`src/rtl/secuenciador_fin_partida.sv`:
```
// End-of-game sequencer: freezes play on a round result, drives the winner timer, then clears the board.
// Optional score counters are built when SECUENCIADOR_MARCADOR_EN is defined.
module secuenciador_fin_partida #(
    parameter int BLINK_CYCLES = 6_293_750,
    parameter int MAX_PUNTOS   = 9
) (
    input  logic       clk,
    input  logic       reset,
    input  logic       gana_j1,
    input  logic       gana_j2,
    input  logic       tablero_lleno,
    input  logic       saltar,
    input  logic       timer_done,
    output logic       timer_en,
    output logic       jugando,
    output logic [1:0] resultado,
    output logic       parpadeo,
    output logic       limpiar,
    output logic [3:0] puntos_j1,
    output logic [3:0] puntos_j2
);

    localparam int CW = $clog2(BLINK_CYCLES);

    typedef enum logic [1:0] {
        JUGANDO = 2'd0,
        MOSTRAR = 2'd1,
        LIMPIAR = 2'd2
    } estado_t;

    estado_t       r_estado;
    estado_t       w_siguiente;
    logic          w_evento;
    logic          w_entra;
    logic [1:0]    w_codigo;
    logic [1:0]    r_resultado;
    logic          r_parpadeo;
    logic [CW-1:0] r_cnt;

    assign w_evento = gana_j1 | gana_j2 | tablero_lleno;
    assign w_entra  = (r_estado == JUGANDO) && w_evento;

    // Any win outranks a full board; two simultaneous wins count as a draw.
    always_comb begin
        w_codigo = 2'b11;
        if (gana_j1 && !gana_j2)
            w_codigo = 2'b01;
        else if (gana_j2 && !gana_j1)
            w_codigo = 2'b10;
    end

    always_ff @(posedge clk or posedge reset) begin
        if (reset)
            r_estado <= JUGANDO;
        else
            r_estado <= w_siguiente;
    end

    always_comb begin
        w_siguiente = r_estado;
        timer_en    = 1'b0;
        jugando     = 1'b0;
        limpiar     = 1'b0;
        case (r_estado)
            JUGANDO: begin
                jugando = 1'b1;
                if (w_evento)
                    w_siguiente = MOSTRAR;
            end
            MOSTRAR: begin
                timer_en = 1'b1;
                if (timer_done || saltar)
                    w_siguiente = LIMPIAR;
            end
            LIMPIAR: begin
                limpiar     = 1'b1;
                w_siguiente = JUGANDO;
            end
            default: w_siguiente = JUGANDO;
        endcase
    end

    // Result and blink are cleared on the way into LIMPIAR so the clear cycle already shows 00/0.
    always_ff @(posedge clk or posedge reset) begin
        if (reset) begin
            r_resultado <= 2'b00;
            r_parpadeo  <= 1'b0;
            r_cnt       <= '0;
        end else begin
            case (r_estado)
                JUGANDO: begin
                    r_cnt <= '0;
                    if (w_entra) begin
                        r_resultado <= w_codigo;
                        r_parpadeo  <= 1'b1;
                    end
                end
                MOSTRAR: begin
                    if (w_siguiente != MOSTRAR) begin
                        r_resultado <= 2'b00;
                        r_parpadeo  <= 1'b0;
                        r_cnt       <= '0;
                    end else if (r_cnt == CW'(BLINK_CYCLES - 1)) begin
                        r_cnt      <= '0;
                        r_parpadeo <= ~r_parpadeo;
                    end else begin
                        r_cnt <= r_cnt + 1'b1;
                    end
                end
                default: begin
                    r_resultado <= 2'b00;
                    r_parpadeo  <= 1'b0;
                    r_cnt       <= '0;
                end
            endcase
        end
    end

    assign resultado = r_resultado;
    assign parpadeo  = r_parpadeo;

`ifdef SECUENCIADOR_MARCADOR_EN
    logic [3:0] r_puntos_j1;
    logic [3:0] r_puntos_j2;

    always_ff @(posedge clk or posedge reset) begin
        if (reset) begin
            r_puntos_j1 <= 4'd0;
            r_puntos_j2 <= 4'd0;
        end else if (w_entra) begin
            if (w_codigo == 2'b01 && r_puntos_j1 < 4'(MAX_PUNTOS))
                r_puntos_j1 <= r_puntos_j1 + 4'd1;
            if (w_codigo == 2'b10 && r_puntos_j2 < 4'(MAX_PUNTOS))
                r_puntos_j2 <= r_puntos_j2 + 4'd1;
        end
    end

    assign puntos_j1 = r_puntos_j1;
    assign puntos_j2 = r_puntos_j2;
`else
    // Saturation value is referenced but masked so the interface stays identical without the scoreboard.
    assign puntos_j1 = 4'(MAX_PUNTOS) & 4'h0;
    assign puntos_j2 = 4'(MAX_PUNTOS) & 4'h0;
`endif

endmodule

```
`config.mk`:
```
export PLATFORM = sky130hd
export DESIGN_NAME = secuenciador_fin_partida
export DESIGN_NICKNAME = d
export VERILOG_FILES = /design/src/rtl/secuenciador_fin_partida.sv
export SDC_FILE = /design/constraint.sdc
export NUM_CORES = 1
export LEC_CHECK = 0
export CAP_MARGIN = 0
export CELL_PAD_IN_SITES_DETAIL_PLACEMENT = 1
export CELL_PAD_IN_SITES_GLOBAL_PLACEMENT = 1
export CORE_MARGIN = 4
export CORE_UTILIZATION = 37
export CTS_CLUSTER_SIZE = 16
export DETAILED_ROUTE_END_ITERATION = 16
export HOLD_SLACK_MARGIN = 0.06
export PLACE_DENSITY_LB_ADDON = 0.1
export SLEW_MARGIN = 15
export SYNTH_ARGS = -nofsm -noshare
export SYNTH_HDL_FRONTEND = slang
export SYNTH_SLANG_ARGS = --single-unit
```
`constraint.sdc`:
```
create_clock -name clk -period 2.2 [get_ports clk]
set_input_delay 0.33 -clock clk [delete_from_list [all_inputs] [get_ports clk]]
set_output_delay 0.33 -clock clk [all_outputs]
set_load 0.02 [all_outputs]
```
* After elaboration in Yosys (flattened, before gate mapping)
Index checks and enable logic that the tools add are counted.
** Cells by class
- $add $sub $neg :: 1
- Eq/ne operators :: 7
- Muxes and demuxes :: 18
- Bitwise operators :: 3
- Reduce and logical (&&, ||, !) cells :: 9
** Operator list (count)
- two-way mux 23 bit :: 3
- adder 23 x 1 -> 23 bit, second input constant :: 1
- == test 23 bit, second input constant :: 1
- two-way mux 2 bit :: 5
- one-hot mux 2 bit (2 select lines) :: 2
- two-way mux 1 bit :: 7
- inequality test 2 bit, second input constant :: 2
- AND reduction 2 bit :: 2
- logical AND 1 bit :: 3
- inequality test 3 bit, second input constant :: 1
- == test 2 x 1 -> 1 bit, second input constant :: 1
- == test 2 bit, second input constant :: 1
- zero test 1 bit :: 2
- zero test 2 bit :: 1
- inequality test 2 x 1 -> 1 bit, second input constant :: 1
- OR 1 bit :: 2
- one-hot mux 1 bit (2 select lines) :: 1
- logical OR 1 bit :: 1
- inverter 1 bit :: 1
** Storage, ports and cells
- Bits in registers :: 28
- Input bits :: 7
- Logic and storage cells :: 42

* Depth between registers and ports, before layout
Gate-level depths: netlist (run 1).
- Depth in word-level cells :: 7
- Gate-level depth with buffers :: 7
- Mapped depth without buffers :: 6

* Least setup slack after synthesis (run 1)
Ideal clock, no wire load.
- Path type :: register to register
- Start :: register r_cnt[19]
- End :: register r_cnt[16]
- Arrival :: 1888 ps
- Required time :: 2070 ps
- Setup slack :: 182 ps
- Stages on the path, launching flop included :: 6
- Period minus slack after synthesis :: 2018 ps
- Path through :: dfrtp_1 or4b_1 or4_4 o21ai_2 buf_6 a21oi_1
** Between the ends
- Cells in the longest elaborated chain, start to end :: 4
** Ends and longest elaborated chain
- start: declaration :: RTL line 38 : logic [CW-1:0] r_cnt;
- start signal: assignment :: RTL line 107 : r_cnt <= r_cnt + 1'b1;
- == test 23 bit :: RTL line 103 : end else if (r_cnt == CW'(BLINK_CYCLES - 1)) begin
- two-way mux 23 bit :: RTL line 103
- two-way mux 23 bit :: RTL line 99 : if (w_siguiente != MOSTRAR) begin
- two-way mux 23 bit :: RTL line 90 : case (r_estado)
Every way passes these cells.
A chain may end at the register's enable or synchronous reset.

* Worst setup path after layout (run 1)
- Start :: register r_cnt[9]
- End :: register r_cnt[14]
** Between the ends
- Cells in the longest elaborated chain, start to end :: 4
** Ends and longest elaborated chain (RTL line)
- adder 23 x 1 -> 23 bit or == test 23 bit (tied branches) :: 107, 103
- two-way mux 23 bit * :: 103
- two-way mux 23 bit * :: 99
- two-way mux 23 bit * :: 90
Every way passes the cells marked *; elsewhere a longest branch is shown, timed or not.

==> flow_summary.json, run 1 <==
{
  "initial_utilization": 0.382,
  "route.vias.total": 1244,
  "fin_crit_ps": 2100,
  "crit_path_end_kind": "flop",
  "fin_crit_sh": 0.956,
  "clock_latency_ps": 270,
  "crit_family": "simple AND/OR/NAND/NOR gates",
  "maxCapViolCount": 0,
  "routabilityCongestion": 0.807,
  "startpoint_type": "flop",
  "syn_area_mm2": 0.00153,
  "synth_edf_count": 0,
  "dp_hpwl_um": 2690,
  "rrSetupSlack_ps": 100,
  "mostFrequentLayoutCells": "dfrtp_1, nor2_1, clkdlybuf4s50_1, nand2_1, a21oi_1",
  "htreeDepth": 1,
  "crit_chain": "or4_1, or4_4, o21ai_2, buf_4, nor2_1",
  "die_w_um": 72.2,
  "rows": 23,
  "cts_hold_buf": 0,
  "final_area_mm2": 0.00173,
  "crit_required_ps": 2370,
  "synth_ff_type": "dfrtp_1",
  "crit_path_end": "r_cnt[14]",
  "clk_pin_slew_ps": 90,
  "ir_worst_vdd_mv": 0.302,
  "wl_per_cell_um": 15.4,
  "r2r-start": "r_cnt[9]",
  "ioPinCount": 21,
  "overflow": 0,
  "async_reset_ff_frac": 1.00,
  "yosys.area_share.adder": 0.0164,
  "core_mm2": 0.00400,
  "r2r_cells": 5,
  "cts_resized": 0,
  "cts_made_buffers": 3,
  "p_leak_uw": 0.000644,
  "die_area_mm2": 0.00522,
  "grt_use_total": 0.147,
  "fp.dieH_um": 72.2,
  "skew_ps": 8.67,
  "pre_cts_ws_ps": 87.0,
  "stdcell_count": 229,
  "synthXorXnorAreaFrac": 0.0631,
  "setup_viol": 0,
  "crit_fanout": 12,
  "num_antenna_cells": 0,
  "hold_violations": 0,
  "tns_ps": 0,
  "powerDensity_mw_per_mm2": 716,
  "ys_ff_latch": 28,
  "drt_pass1_iterations": 4,
  "drt-total-wl_um": 3520,
  "crit_type": "flop to flop",
  "synth_top_family_by_area": "simple AND/OR/NAND/NOR gates",
  "postLayoutSetupSlackWorst_ps": 96.8,
  "max_freq_mhz": 475,
  "crit_cells": 5,
  "drive_gt1_frac": 0.106,
  "synth_cells": 164,
  "yosys-mux-area-fraction": 0,
  "hold_class": "input port to asynchronous set/reset pin",
  "synth-simple-area-share": 0.266,
  "fin_nets": 190,
  "final_max_slew_viol_count": 0,
  "yosys_warnings": 0,
  "cp_slowest_stage_delay_ps": 560,
  "dpl_cell_area_mm2": 0.00168,
  "rsz0062_at_grt": "yes",
  "r2r-end": "r_cnt[14]",
  "port_buffers": 12,
  "cts_tree": "yes",
  "ys_types": 32,
  "startpoint": "r_cnt[9]",
  "grt_pass1_wl_um": 6020,
  "cp_slowest_cell": "or4_4",
  "critical_path_arrival_ps": 2270,
  "clockRootBuffer": "clkbuf_8",
  "cts_buffer_depth": 2,
  "initialDrtViolationCount": 43,
  "grt_max_degree": 29,
  "cts_setup_buffers": 0,
  "grt_pass1_vias": 1283,
  "cts.sinks": 28,
  "antenna_found_initial": 0,
  "area_growth_syn_to_layout_pct": 13.3,
  "synth.avg_cell_area_um2": 9.31,
  "ys_seq_area_frac": 0.459,
  "drc": 0,
  "placedCellCount": 226,
  "p_total_uw": 1240,
  "status": "complete, no violations",
  "viasPerCell": 5.43,
  "final_common_cell": "dfrtp_1",
  "worst-path-buf-inv": 1,
  "synth-compound-area-share": 0.107,
  "ant_nets": 0
}
[cell type report]
class	count	area, um2
clock buffers	3	41.3
well taps	50	62.6
repair buffers	19	173
fillers	485	2270
multi-input cells	122	726
flip-flops and latches	28	701
inverters	7	26.3
[layer usage]
layer  global-route usage  vias to the layer above  part of all wire
li1                     -                      600                 -
met1                0.191                      630              0.46
met2                0.249                       10              0.51
met3               0.0277                        4             0.021
met4               0.0418                        0            0.0082
met5                    0                        -                 0
[cells in the mapped netlist, types with 2 or more instances]
library cell / n / area share
dfrtp_1: 28 / 0.46
nor2_1: 22 / 0.054
nand2_1: 11 / 0.027
a21oi_1: 10 / 0.033
xnor2_1: 9 / 0.052
buf_4: 8 / 0.039
or4_1: 8 / 0.039
inv_1: 7 / 0.017
nand3_1: 7 / 0.023
o31ai_1: 7 / 0.034
nand4_1: 6 / 0.025
o21ai_0: 6 / 0.020
buf_6: 3 / 0.022
clkbuf_1: 3 / 0.0074
nor4_1: 3 / 0.012
or3_1: 3 / 0.012
or3_2: 3 / 0.015
ha_1: 2 / 0.016
nor2b_1: 2 / 0.0082
nor3_1: 2 / 0.0066
or4_4: 2 / 0.015
xor2_1: 2 / 0.011
[flip-flops by register name (all words and copies together) (netlist names)]
register / count
parpadeo: 1
r_cnt: 23
r_estado: 2
resultado: 2
[kinds of logic (layout without fill, tap and decap cells)]
logic type / after synthesis / in the layout
and+or+nand+nor: 74 / 74
buffers and inverters: 21 / 29
DFF: 28 / 28
other: 1 / 8
xor gates and xnor gates: 11 / 11
AOI/OAI and AO/OA: 27 / 27
adders and majority gates: 2 / 2
[power breakdown]
part           internal, uW  switching, uW  total (uW)
clock                   123            152         275
combinational           161            200         361
sequential              561           40.4         602
[worst min-delay path: stages]
cell,delay [ps]
clkdlybuf4s50_1,400
inv_1,50
buf_4,330
[stage by stage]
stage | hold slack (ps) | utilization
3_5_place_dp | 504 | 0.421
2_1_floorplan | 395 | -
4_1_cts | 429 | 0.431
5_1_grt | 456 | 0.432
3_3_place_gp | 491 | 0.421
6_report | 419 | 0.432
[worst min path at each step]
stage / start / endpoint / cells after the start
3_3_place_gp: resultado[0] / resultado[0] / 2
3_5_place_dp: resultado[1] / resultado[1] / 2
4_1_cts: reset / r_cnt[22] / 3
6_report: reset / r_cnt[2] / 3
2_1_floorplan: reset / parpadeo / 1
5_1_grt: reset / r_cnt[9] / 3
(Power assumes the default switching activity.)
==> run 2: changes to the inputs <==
Settings changed: CELL_PAD_IN_SITES_DETAIL_PLACEMENT 1 to default, CELL_PAD_IN_SITES_GLOBAL_PLACEMENT 1 to default, CORE_UTILIZATION 37 to 48, PLACE_DENSITY from default to 0.74, PLACE_DENSITY_LB_ADDON 0.1 to default.
==> run 2 against run 1 <==
- sequential power hardly changed
- total power down 3.5%
- clock power is 12% lower
- fmax rose by 2.2%
- cell count down 2.6%
- clock skew decreased by 2.8 ps
- combinational power decreased by 2%
- critical path depth did not move
- non-clock buffer count shrank 1
- clock-buffer cell count up 1
- largest cell class unchanged
- largest power group unchanged
- highest routed layer unchanged
==> flow_summary.json, run 2 (synthesized netlist as in run 1, its figures left out) <==
{
  "clk_pin_slew_ps": 140,
  "cts_buffer_depth": 2,
  "cts_hold_buf": 0,
  "swShare": 0.311,
  "internal-power_uw": 823,
  "cts_tree": "yes",
  "ir_worst_vdd_mv": 0.235,
  "critical_path_arrival_ps": 2270,
  "hold_violations": 0,
  "max_freq_mhz": 486,
  "grt_pass1_wl_um": 4890,
  "hold_class": "input port to asynchronous set/reset pin",
  "crit_path_end_kind": "flop",
  "crit_fanout": 14,
  "antenna_found_initial": 0,
  "die_area_mm2": 0.00415,
  "grt_max_degree": 29,
  "r2r-end": "r_cnt[20]",
  "startpoint_type": "flop",
  "fin_crit_ps": 2060,
  "fin_nets": 189,
  "p_seq_frac": 0.503,
  "status": "complete, no violations",
  "rrSetupSlack_ps": 140,
  "switchingPower_uw": 372,
  "final_max_slew_viol_count": 0,
  "route.vias.total": 1192,
  "skew_ps": 5.87,
  "clkPwrFrac": 0.202,
  "p_leak_uw": 0.000637,
  "cts_setup_buffers": 0,
  "r2r_cells": 5,
  "port_buffers": 12,
  "grt_pass1_vias": 1160,
  "cts.sinks": 28,
  "top_register": "r_cnt",
  "area_growth_syn_to_layout_pct": 11.6,
  "postLayoutSetupSlackWorst_ps": 141,
  "cts_made_buffers": 3,
  "ant_nets": 0,
  "die_w_um": 64.4,
  "final_common_cell": "dfrtp_1",
  "pwr-share-comb": 0.295,
  "viasPerCell": 5.35,
  "wl_per_cell_um": 12.9,
  "clock_latency_ps": 320,
  "drt-total-wl_um": 2880,
  "mostFrequentLayoutCells": "dfrtp_1, nor2_1, clkdlybuf4s50_1, nand2_1, a21oi_1",
  "ioPinCount": 21,
  "drive_gt1_frac": 0.101,
  "clockRootBuffer": "clkbuf_4",
  "grt_use_total": 0.148,
  "initial_utilization": 0.500,
  "largest_register_ffs": 23,
  "htreeDepth": 1,
  "setup_viol": 0,
  "crit_type": "flop to flop",
  "drt_pass1_iterations": 4,
  "crit_required_ps": 2410,
  "fp.dieH_um": 64.4,
  "num_antenna_cells": 0,
  "core_mm2": 0.00305,
  "overflow": 0,
  "drc": 0,
  "cts_resized": 0,
  "rows": 20,
  "maxCapViolCount": 0,
  "powerDensity_mw_per_mm2": 701,
  "dp_hpwl_um": 2160,
  "fin_crit_sh": 0.936,
  "r2r-start": "r_cnt[10]",
  "tns_ps": 0,
  "initialDrtViolationCount": 53,
  "pre_cts_ws_ps": 170,
  "rsz0062_at_grt": "no",
  "routabilityCongestion": 0.746
}
## run 2: cell types whose count changed in the layout (fill, tap and decap cells not counted), sizes merged
cell / before / now
buf: 7 / 6
clkbuf: 3 / 4
## run 2: critical path, cell delays in order, from the launching register on
cell and delay [ps]:
dfrtp_1 450, or4_1 510, or4_4 550, o21ai_2 160, buf_4 220, a21oi_1 60
## run 2: layer usage
layer  global-route usage  share of wire
met5                    0              0
met2                0.260           0.51
met3               0.0211          0.038
met1                0.178           0.45
met4               0.0633         0.0069
## run 2: power by group through the flow
stage | sequential, uW | clock [uW] | combinational, uW
floorplan | 635 | 0 | 186
finish | 601 | 241 | 353
global route | 607 | 281 | 381
detailed placement | 612 | 0 | 358
global placement | 608 | 0 | 351
CTS | 602 | 260 | 359
## run 2: cell type report
cell class | count | area [um2]
clock buffer | 4 | 36.3
fill | 288 | 1350
inverter | 7 | 26.3
multi-input combinational | 122 | 721
sequential | 28 | 701
tap | 44 | 55.1
timing repair buffer | 18 | 165
## run 2: how the worst max path moves through the flow
stage              start        end  depth (start not counted)
6_report       r_cnt[10]  r_cnt[20]                          5
5_1_grt        r_cnt[10]  r_cnt[20]                          5
4_1_cts         r_cnt[9]   parpadeo                          5
3_5_place_dp    r_cnt[9]   parpadeo                          5
3_3_place_gp   r_cnt[13]   parpadeo                          5
2_1_floorplan  r_cnt[19]  r_cnt[16]                          5
## run 2: stage by stage
step | cells | hold slack, ps | power, uW | cell area, um2 | utilization
5_1_grt | 223 | 373 | 1270 | 1700 | 0.558
2_1_floorplan | 171 | 395 | 821 | 1550 | -
4_1_cts | 223 | 353 | 1220 | 1700 | 0.558
6_report | 223 | 350 | 1190 | 1700 | 0.558
3_3_place_gp | 219 | 486 | 959 | 1670 | 0.546
3_5_place_dp | 219 | 486 | 971 | 1670 | 0.546
==> run 3: changes to the inputs <==
Settings changed: ABC_CLOCK_PERIOD_IN_PS from default to 2200.
==> results of run 3 <==
The final DEF is identical to that of run 2; final timing and power are the same.
